--- config.mk ---
export PLATFORM = sky130hd
export DESIGN_NAME = subneg_fetch
export DESIGN_NICKNAME = d
export VERILOG_FILES = /design/src/rtl/subneg_fetch.sv
export SDC_FILE = /design/constraint.sdc
export NUM_CORES = 1
export LEC_CHECK = 0
export CORE_AREA = 4 4 79 81
export CTS_CLUSTER_DIAMETER = 60
export CTS_CLUSTER_SIZE = 20
export DETAILED_ROUTE_END_ITERATION = 16
export DIE_AREA = 0 0 83 85
export PLACE_DENSITY = 0.67
export SYNTH_ARGS = -nofsm -noshare
export SYNTH_HDL_FRONTEND = slang
export SYNTH_SLANG_ARGS = --single-unit
--- constraint.sdc ---
create_clock -name clk -period 2.2 [get_ports clk]
set_input_delay 0.55 -clock clk [delete_from_list [all_inputs] [get_ports clk]]
set_output_delay 0.55 -clock clk [all_outputs]
set_load 0.005 [all_outputs]
--- src/rtl/subneg_fetch.sv ---
// subneg_fetch -- PC and operand-fetch sequencer for the SUBNEG core.
//
// Holds the program counter, reads the three words of each instruction
// (A, B, C) over a request/valid memory handshake, and hands the complete
// instruction to the execute stage. The PC only ever advances through the
// external `inc` incrementer (inc_in -> inc_out), or jumps to op_c on a
// taken branch. A taken branch to a negative target halts the sequencer.
//
// Handshakes:
//   memory : mem_rd is a one-cycle request for the word at mem_addr; the
//            reply is the single cycle in which mem_valid=1 (1+ cycles
//            later). mem_valid is only honoured while waiting for a reply.
//   execute: the instruction transfers on a rising clock edge where
//            instr_valid=1 and instr_ready=1; branch_taken is sampled on
//            that same edge. op_a/op_b/op_c are stable while instr_valid=1.
//
// Ports:
//   clk, rst_n           clock, asynchronous active-low reset
//   start                pulse; (re)starts fetching at START_ADDR from IDLE/HALTED
//   mem_rd, mem_addr     read request and address (mem_addr = pc)
//   mem_rdata, mem_valid read data and its strobe
//   inc_in, inc_out      pc to the incrementer, pc+1 back from it
//   op_a, op_b, op_c     fetched operands
//   instr_valid          operands hold a complete instruction
//   instr_ready          execute stage accepts it
//   branch_taken         1 = branch to op_c (sampled with the handshake)
//   pc, busy, halted     status
//   instr_count          handshake counter, only with SUBNEG_FETCH_CNT_EN defined
//   state_dbg            current FSM state (IDLE=0 REQ=1 WAIT=2 ISSUE=3 HALTED=4)
//
// Optional feature: define SUBNEG_FETCH_CNT_EN to add the saturating 16-bit
// instr_count output.

module subneg_fetch #(
  parameter int               WIDTH      = 8,
  parameter logic [WIDTH-1:0] START_ADDR = '0
) (
  input  logic             clk,
  input  logic             rst_n,
  input  logic             start,
  output logic             mem_rd,
  output logic [WIDTH-1:0] mem_addr,
  input  logic [WIDTH-1:0] mem_rdata,
  input  logic             mem_valid,
  output logic [WIDTH-1:0] inc_in,
  input  logic [WIDTH-1:0] inc_out,
  output logic [WIDTH-1:0] op_a,
  output logic [WIDTH-1:0] op_b,
  output logic [WIDTH-1:0] op_c,
  output logic             instr_valid,
  input  logic             instr_ready,
  input  logic             branch_taken,
  output logic [WIDTH-1:0] pc,
  output logic             busy,
  output logic             halted,
`ifdef SUBNEG_FETCH_CNT_EN
  output logic [15:0]      instr_count,
`endif
  output logic [2:0]       state_dbg
);

  typedef enum logic [2:0] {
    S_IDLE   = 3'd0,
    S_REQ    = 3'd1,
    S_WAIT   = 3'd2,
    S_ISSUE  = 3'd3,
    S_HALTED = 3'd4
  } state_t;

  state_t     state;
  logic [1:0] idx;        // operand being fetched: 0=A, 1=B, 2=C
  logic       start_acc;  // start seen while not busy
  logic       issue_hs;   // instruction accepted by execute this cycle

  assign inc_in    = pc;
  assign mem_addr  = pc;
  assign state_dbg = state;

  assign start_acc = start && (state == S_IDLE || state == S_HALTED);
  assign issue_hs  = (state == S_ISSUE) && instr_ready;

  // All status outputs are registered alongside the state so they change
  // exactly on the transitions that define them.
  always_ff @(posedge clk or negedge rst_n) begin
    if (!rst_n) begin
      state       <= S_IDLE;
      pc          <= START_ADDR;
      idx         <= 2'd0;
      op_a        <= '0;
      op_b        <= '0;
      op_c        <= '0;
      mem_rd      <= 1'b0;
      instr_valid <= 1'b0;
      busy        <= 1'b0;
      halted      <= 1'b0;
    end else begin
      mem_rd <= 1'b0;
      case (state)
        S_IDLE, S_HALTED: begin
          if (start_acc) begin
            state  <= S_REQ;
            pc     <= START_ADDR;
            idx    <= 2'd0;
            mem_rd <= 1'b1;
            busy   <= 1'b1;
            halted <= 1'b0;
          end
        end
        S_REQ: begin
          state <= S_WAIT;
        end
        S_WAIT: begin
          if (mem_valid) begin
            case (idx)
              2'd0:    op_a <= mem_rdata;
              2'd1:    op_b <= mem_rdata;
              default: op_c <= mem_rdata;
            endcase
            pc <= inc_out;
            if (idx == 2'd2) begin
              state       <= S_ISSUE;
              instr_valid <= 1'b1;
            end else begin
              idx    <= idx + 2'd1;
              state  <= S_REQ;
              mem_rd <= 1'b1;
            end
          end
        end
        S_ISSUE: begin
          if (issue_hs) begin
            instr_valid <= 1'b0;
            idx         <= 2'd0;
            if (branch_taken && op_c[WIDTH-1]) begin
              // Taken branch to a negative target is the halt instruction.
              state  <= S_HALTED;
              busy   <= 1'b0;
              halted <= 1'b1;
            end else begin
              if (branch_taken) pc <= op_c;
              state  <= S_REQ;
              mem_rd <= 1'b1;
            end
          end
        end
        default: begin
          state       <= S_IDLE;
          instr_valid <= 1'b0;
          busy        <= 1'b0;
          halted      <= 1'b0;
        end
      endcase
    end
  end

`ifdef SUBNEG_FETCH_CNT_EN
  always_ff @(posedge clk or negedge rst_n) begin
    if (!rst_n) begin
      instr_count <= 16'd0;
    end else if (start_acc) begin
      instr_count <= 16'd0;
    end else if (issue_hs && instr_count != 16'hFFFF) begin
      instr_count <= instr_count + 16'd1;
    end
  end
`endif

endmodule

Word-level counts from Yosys, hierarchy flattened
Index checks and enable logic that the tools add are counted.
W data, S select, Z words.
{"block": "word_totals", "n_memories": 0, "word_cells": 82, "output_inout_bits": 55, "ramBits": 0, "mem_bits_ro": 0, "in_bits": 22, "latchBits": 0, "reg_bits": 41}
{"block": "classes", "n_addsub": 1, "order_cmp": 0, "div_mod_pow": 0, "shifts": 0, "muxes": 35, "reduce_logical": 19, "n_mul": 0, "eq_ne": 14, "bitwise": 3}
{"operator": "$mux W8", "count": 5}
{"operator": "$pmux W8 S3", "count": 1}
{"operator": "$mux W1", "count": 14}
{"operator": "$ne A2 B2 Y1 const B", "count": 7}
{"operator": "$mux W3", "count": 4}
{"operator": "$pmux W1 S3", "count": 4}
{"operator": "$pmux W3 S4", "count": 1}
{"operator": "$reduce_and A3 Y1", "count": 4}
{"operator": "$mux W2", "count": 5}
{"operator": "$reduce_and A4 Y1", "count": 2}
{"operator": "$eq A3 B2 Y1 const B", "count": 2}
{"operator": "$pmux W2 S3", "count": 1}
{"operator": "$reduce_and A6 Y1", "count": 1}
{"operator": "$reduce_or A2 Y1", "count": 3}
{"operator": "$reduce_and A5 Y1", "count": 1}
{"operator": "$eq A3 B1 Y1 const B", "count": 1}
{"operator": "$eq A3 B3 Y1 const B", "count": 1}
{"operator": "$logic_and A1 B1 Y1", "count": 3}
{"operator": "$logic_not A3 Y1", "count": 1}
{"operator": "$not A1 Y1", "count": 3}
{"operator": "$reduce_bool A3 Y1", "count": 1}
{"operator": "$reduce_or A3 Y1", "count": 1}
{"operator": "$add A2 B1 Y2 const B", "count": 1}
{"operator": "$eq A2 B1 Y1 const B", "count": 1}
{"operator": "other kinds (4)", "count": 4}

Depth between registers and ports, before layout
{"block": "logic_depth", "ltp_word": 5, "depth_mapped": 6}

Least setup slack after synthesis
Ideal clock, no wire load.
{"block": "synth_path", "kind": "register -> register", "start": "register state[2], in the netlist state_dbg[2]", "end": "register pc[0], in the netlist inc_in[0]", "required_time_ns": 2.075, "period_less_slack_ns": 1.660, "setup_time_ns": 0.125, "slack_ns": 0.540, "arrival_ns": 1.535, "path_stages_with_launch": 6, "path_cell_list": "dfrtp_1 -> buf_2 -> nand2b_4 -> buf_6 -> o31ai_4 -> mux2_2"}
{"block": "synth_between", "elab_chain_len": 5}
{"item": "start, declared", "line": "70", "rtl": "state_t state;"}
{"item": "start signal, assigned", "line": "86", "rtl": "state <= S_IDLE;"}
{"item": "start signal, assigned", "line": "101", "rtl": "state <= S_REQ;"}
{"item": "start signal, assigned", "line": "110", "rtl": "state <= S_WAIT;"}
{"item": "$eq A3 B3 Y1 or $logic_not A3 Y1 (tied branches)", "line": "79, 98"}
{"item": "$logic_or A1 B1 Y1", "line": "79", "rtl": "assign start_acc = start && (state == S_IDLE || state == S_HALTED);"}
{"item": "$logic_and A1 B1 Y1", "line": "79"}
{"item": "$ne A2 B2 Y1 (no source line)"}
{"item": "$reduce_and A6 Y1 (no source line)"}
{"item": "end signal, assigned", "line": "119", "rtl": "pc <= inc_out;"}
{"item": "end signal, assigned", "line": "140", "rtl": "if (branch_taken) pc <= op_c;"}
{"item": "end, declared", "line": "53", "rtl": "output logic [WIDTH-1:0] pc,"}
Parallel ways exist; a longest one is shown, timed or not.
A chain may end at the register's enable or synchronous reset.

Final worst setup path
{"block": "layout_path", "start": "register state[0], in the netlist state_dbg[0]", "end": "output state_dbg[0]"}
{"item": "end, declared", "line": "59", "rtl": "output logic [2:0] state_dbg"}
No word-level cell between the ends.

==> impl_metrics.env <==
export IMPL_grt_max_degree=18
export IMPL_syn2layout_area_growth_pct=42.4
export IMPL_synth_cell_types=29
export IMPL_cts_tree="done"
export IMPL_irDropWorstVdd_uv=618
export IMPL_crit_fanout=7
export IMPL_grt_usage=0.129
export IMPL_row_count=27
export IMPL_dr_total_vias=1423
export IMPL_grt_pass1_vias=1406
export IMPL_antenna_found_initial=0
export IMPL_arrival_ns=1.49
export IMPL_leakage_nw=1.21
export IMPL_r2r_worst_path_cells=3
export IMPL_syn_instance_count=162
export IMPL_synth_warnings=0
export IMPL_wl_per_cell_um=14.5
export IMPL_grt_pass1_wl_um=7270
export IMPL_r2r_start="state_dbg[1]$_DFFE_PN0P_"
export IMPL_synth_area_leaders="dfrtp_1 (52%), mux2_2 (18%), buf_4 (6.8%), mux2i_1 (4.0%), nor2_1 (2.3%)"
export IMPL_outcome="finished, final reports clean"
export IMPL_wirelength_um=4380
export IMPL_fin_util=0.516
export IMPL_synth_area_leader_cell="dfrtp_1"
export IMPL_cts_num_sinks=41
export IMPL_hold_path_class="in -> async"
export IMPL_n_antenna_cell=0
export IMPL_post_place_ws_ns=0.0575
export IMPL_htree_num_levels=2
export IMPL_slew_headroom=0.685
export IMPL_ys_ff_latch=41
export IMPL_hold_slack_ns=0.100
export IMPL_postCtsResizedCells=0
export IMPL_start_util=0.362
export IMPL_drt_first_iter_violations=80
export IMPL_critPathKind="reg -> out"
export IMPL_cts_setup_buffers=0
export IMPL_cts_hold_buf=0
export IMPL_nNetsFinal=254
export IMPL_rsz0062_at_grt="no"
export IMPL_cts_clk_slew_worst_paths_ns=0.08
export IMPL_numCtsBuffers=5
export IMPL_cts_root_buf="clkbuf_8"
export IMPL_setup_ws_ns=0.155
export IMPL_cp_start_kind="flop"
export IMPL_chipHeight_um=85
export IMPL_syn_avg_cell_area_um2=12.2
export IMPL_critPathRequiredTime_ns=1.65
export IMPL_drive_above_1_share=0.230
export IMPL_drv_cap=0
export IMPL_synth_nets=187
export IMPL_final_setup_tns_ns=0
export IMPL_power_density_mw_per_mm2=1410
export IMPL_seq_area_frac_synth=0.518
export IMPL_min_period_ns=2.04
export IMPL_timing_rr_end="inc_in[1]$_DFFE_PN0P_"
export IMPL_hpwl_um=3380
export IMPL_synthesis_area_mm2=0.00198
export IMPL_clk_insertion_delay_late_ns=0.29
export IMPL_core_area_mm2=0.00547
export IMPL_fp_dieW_um=83
export IMPL_grt_remaining_overflow=0
export IMPL_dr_pass1_iters=4
export IMPL_io_buffers=76
export IMPL_tightest_slew_ns=0.472
export IMPL_cp_end_kind="primary output"
export IMPL_place_congestion=0.770
export IMPL_drv_slew=0
export IMPL_cts_buffer_depth=2
export IMPL_drcViolationCount=0
export IMPL_skew_ns=0.00998
export IMPL_fmax_ghz=0.489
export IMPL_hold_violations=0
export IMPL_finalSetupViolations=0
export IMPL_r2r_slack_ns=0.40
export IMPL_die_area_mm2=0.00706
export IMPL_ios=77
export IMPL_ant_nets=0
export IMPL_drt_vias_per_instance=4.71
export IMPL_synth_top_area_frac=0.518
export IMPL_fin_crit_sh=0.929
critical path, stage by stage (launching register included):
cell,delay [ns]
dfrtp_1,0.46
buf_4,0.22
clkdlybuf4s50_1,0.52
sequential cells by signal, summed over array words and instances (netlist names):
name and flops:
inc_in 8, op_a 8, halted 1, busy 1, idx 2, op_b 8
state_dbg 3, instr_valid 1, op_c 8, mem_rd 1
worst max path at each step:
stage,startpoint,to,slack [ns],depth (start not counted)
global route,state_dbg[0]$_DFFE_PN0P_,state_dbg[0],0.07,2
detailed placement,start,inc_in[1]$_DFFE_PN0P_,0.06,5
global placement,start,inc_in[0]$_DFFE_PN0P_,0.09,5
floorplan,state_dbg[2]$_DFFE_PN0P_,inc_in[0]$_DFFE_PN0P_,0.54,5
finish,state_dbg[0]$_DFFE_PN0P_,state_dbg[0],0.16,2
CTS,state_dbg[0]$_DFFE_PN0P_,state_dbg[0],0.12,2
through the flow:
step	cell area, um2	std cells	total power [mW]
after CTS	2820	302	4.06
after floorplan	1980	162	2.43
after detailed placement	2710	294	3.42
final	2820	302	3.98
after global routing	2820	302	4.27
after global placement	2710	294	3.37
Yosys cell counts (all sizes together):
cell type  instances
or3b               1
o21ai              7
nand2             11
ha                 3
a21oi              5
nor3               1
a32o               1
nand2b             2
dfrtp             41
mux2              31
buf               22
a31oi              1
inv                4
and3               2
a22o               2
nand3              2
nand3b             1
nor2b              2
mux2i              8
o31ai              3
nor2              12
layer usage:
layer	wire length, um	GRT usage	up-vias
met2	2010	0.203	53
met1	2030	0.167	686
met3	262	0.0369	6
li1	-	-	678
met5	0	0	-
met4	79	0.0535	0
cell usage in the layout, fill, tap and decap left out:
master           instances
a21oi_1                  5
a22o_1                   1
a22o_2                   1
a31oi_1                  1
a32o_1                   1
and3_1                   2
buf_2                    1
buf_4                    6
bufinv_16                1
clkbuf_1                 1
clkbuf_8                 6
clkdlybuf4s50_1         75
dfrtp_1                 41
ha_1                     3
inv_1                    4
mux2_2                  31
mux2i_1                  8
nand2_1                  8
nand2_2                  3
nand2b_1                 1
nand2b_4                 1
nand3_1                  2
nand3b_1                 1
nor2_1                  12
nor2b_1                  2
nor3_1                   1
o21ai_0                  6
o21ai_2                  1
o31ai_1                  2
o31ai_4                  1
or3b_4                   1
report_power, final:
group	internal, mW	switching (mW)
sequential	1.11	0.283
combinational	1.31	0.661
clock	0.370	0.250
total	2.79	1.19
final cells by class:
type	count	area, um2
fill	498	2650
sequential	41	1030
timing repair buffer	82	801
multi-input combinational	95	774
tap	72	90.1
clock buffer	7	86.3
clock inverter	1	30.0
inverter	4	15.0
kinds of logic (layout without fill, tap and decap cells):
| family | Yosys count | after routing | share of synthesized area |
|---|---|---|---|
| multiplexers | 39 | 39 | 0.217 |
| flip-flops | 41 | 41 | 0.518 |
| buffers and inverters | 26 | 94 | 0.0915 |
| adder cells (fa/ha/maj) | 3 | 3 | 0.0189 |
| AO/OA/AOI/OAI | 19 | 19 | 0.0682 |
| AND/OR/NAND/NOR | 34 | 34 | 0.0871 |
Power figures use the tool's default switching activity.
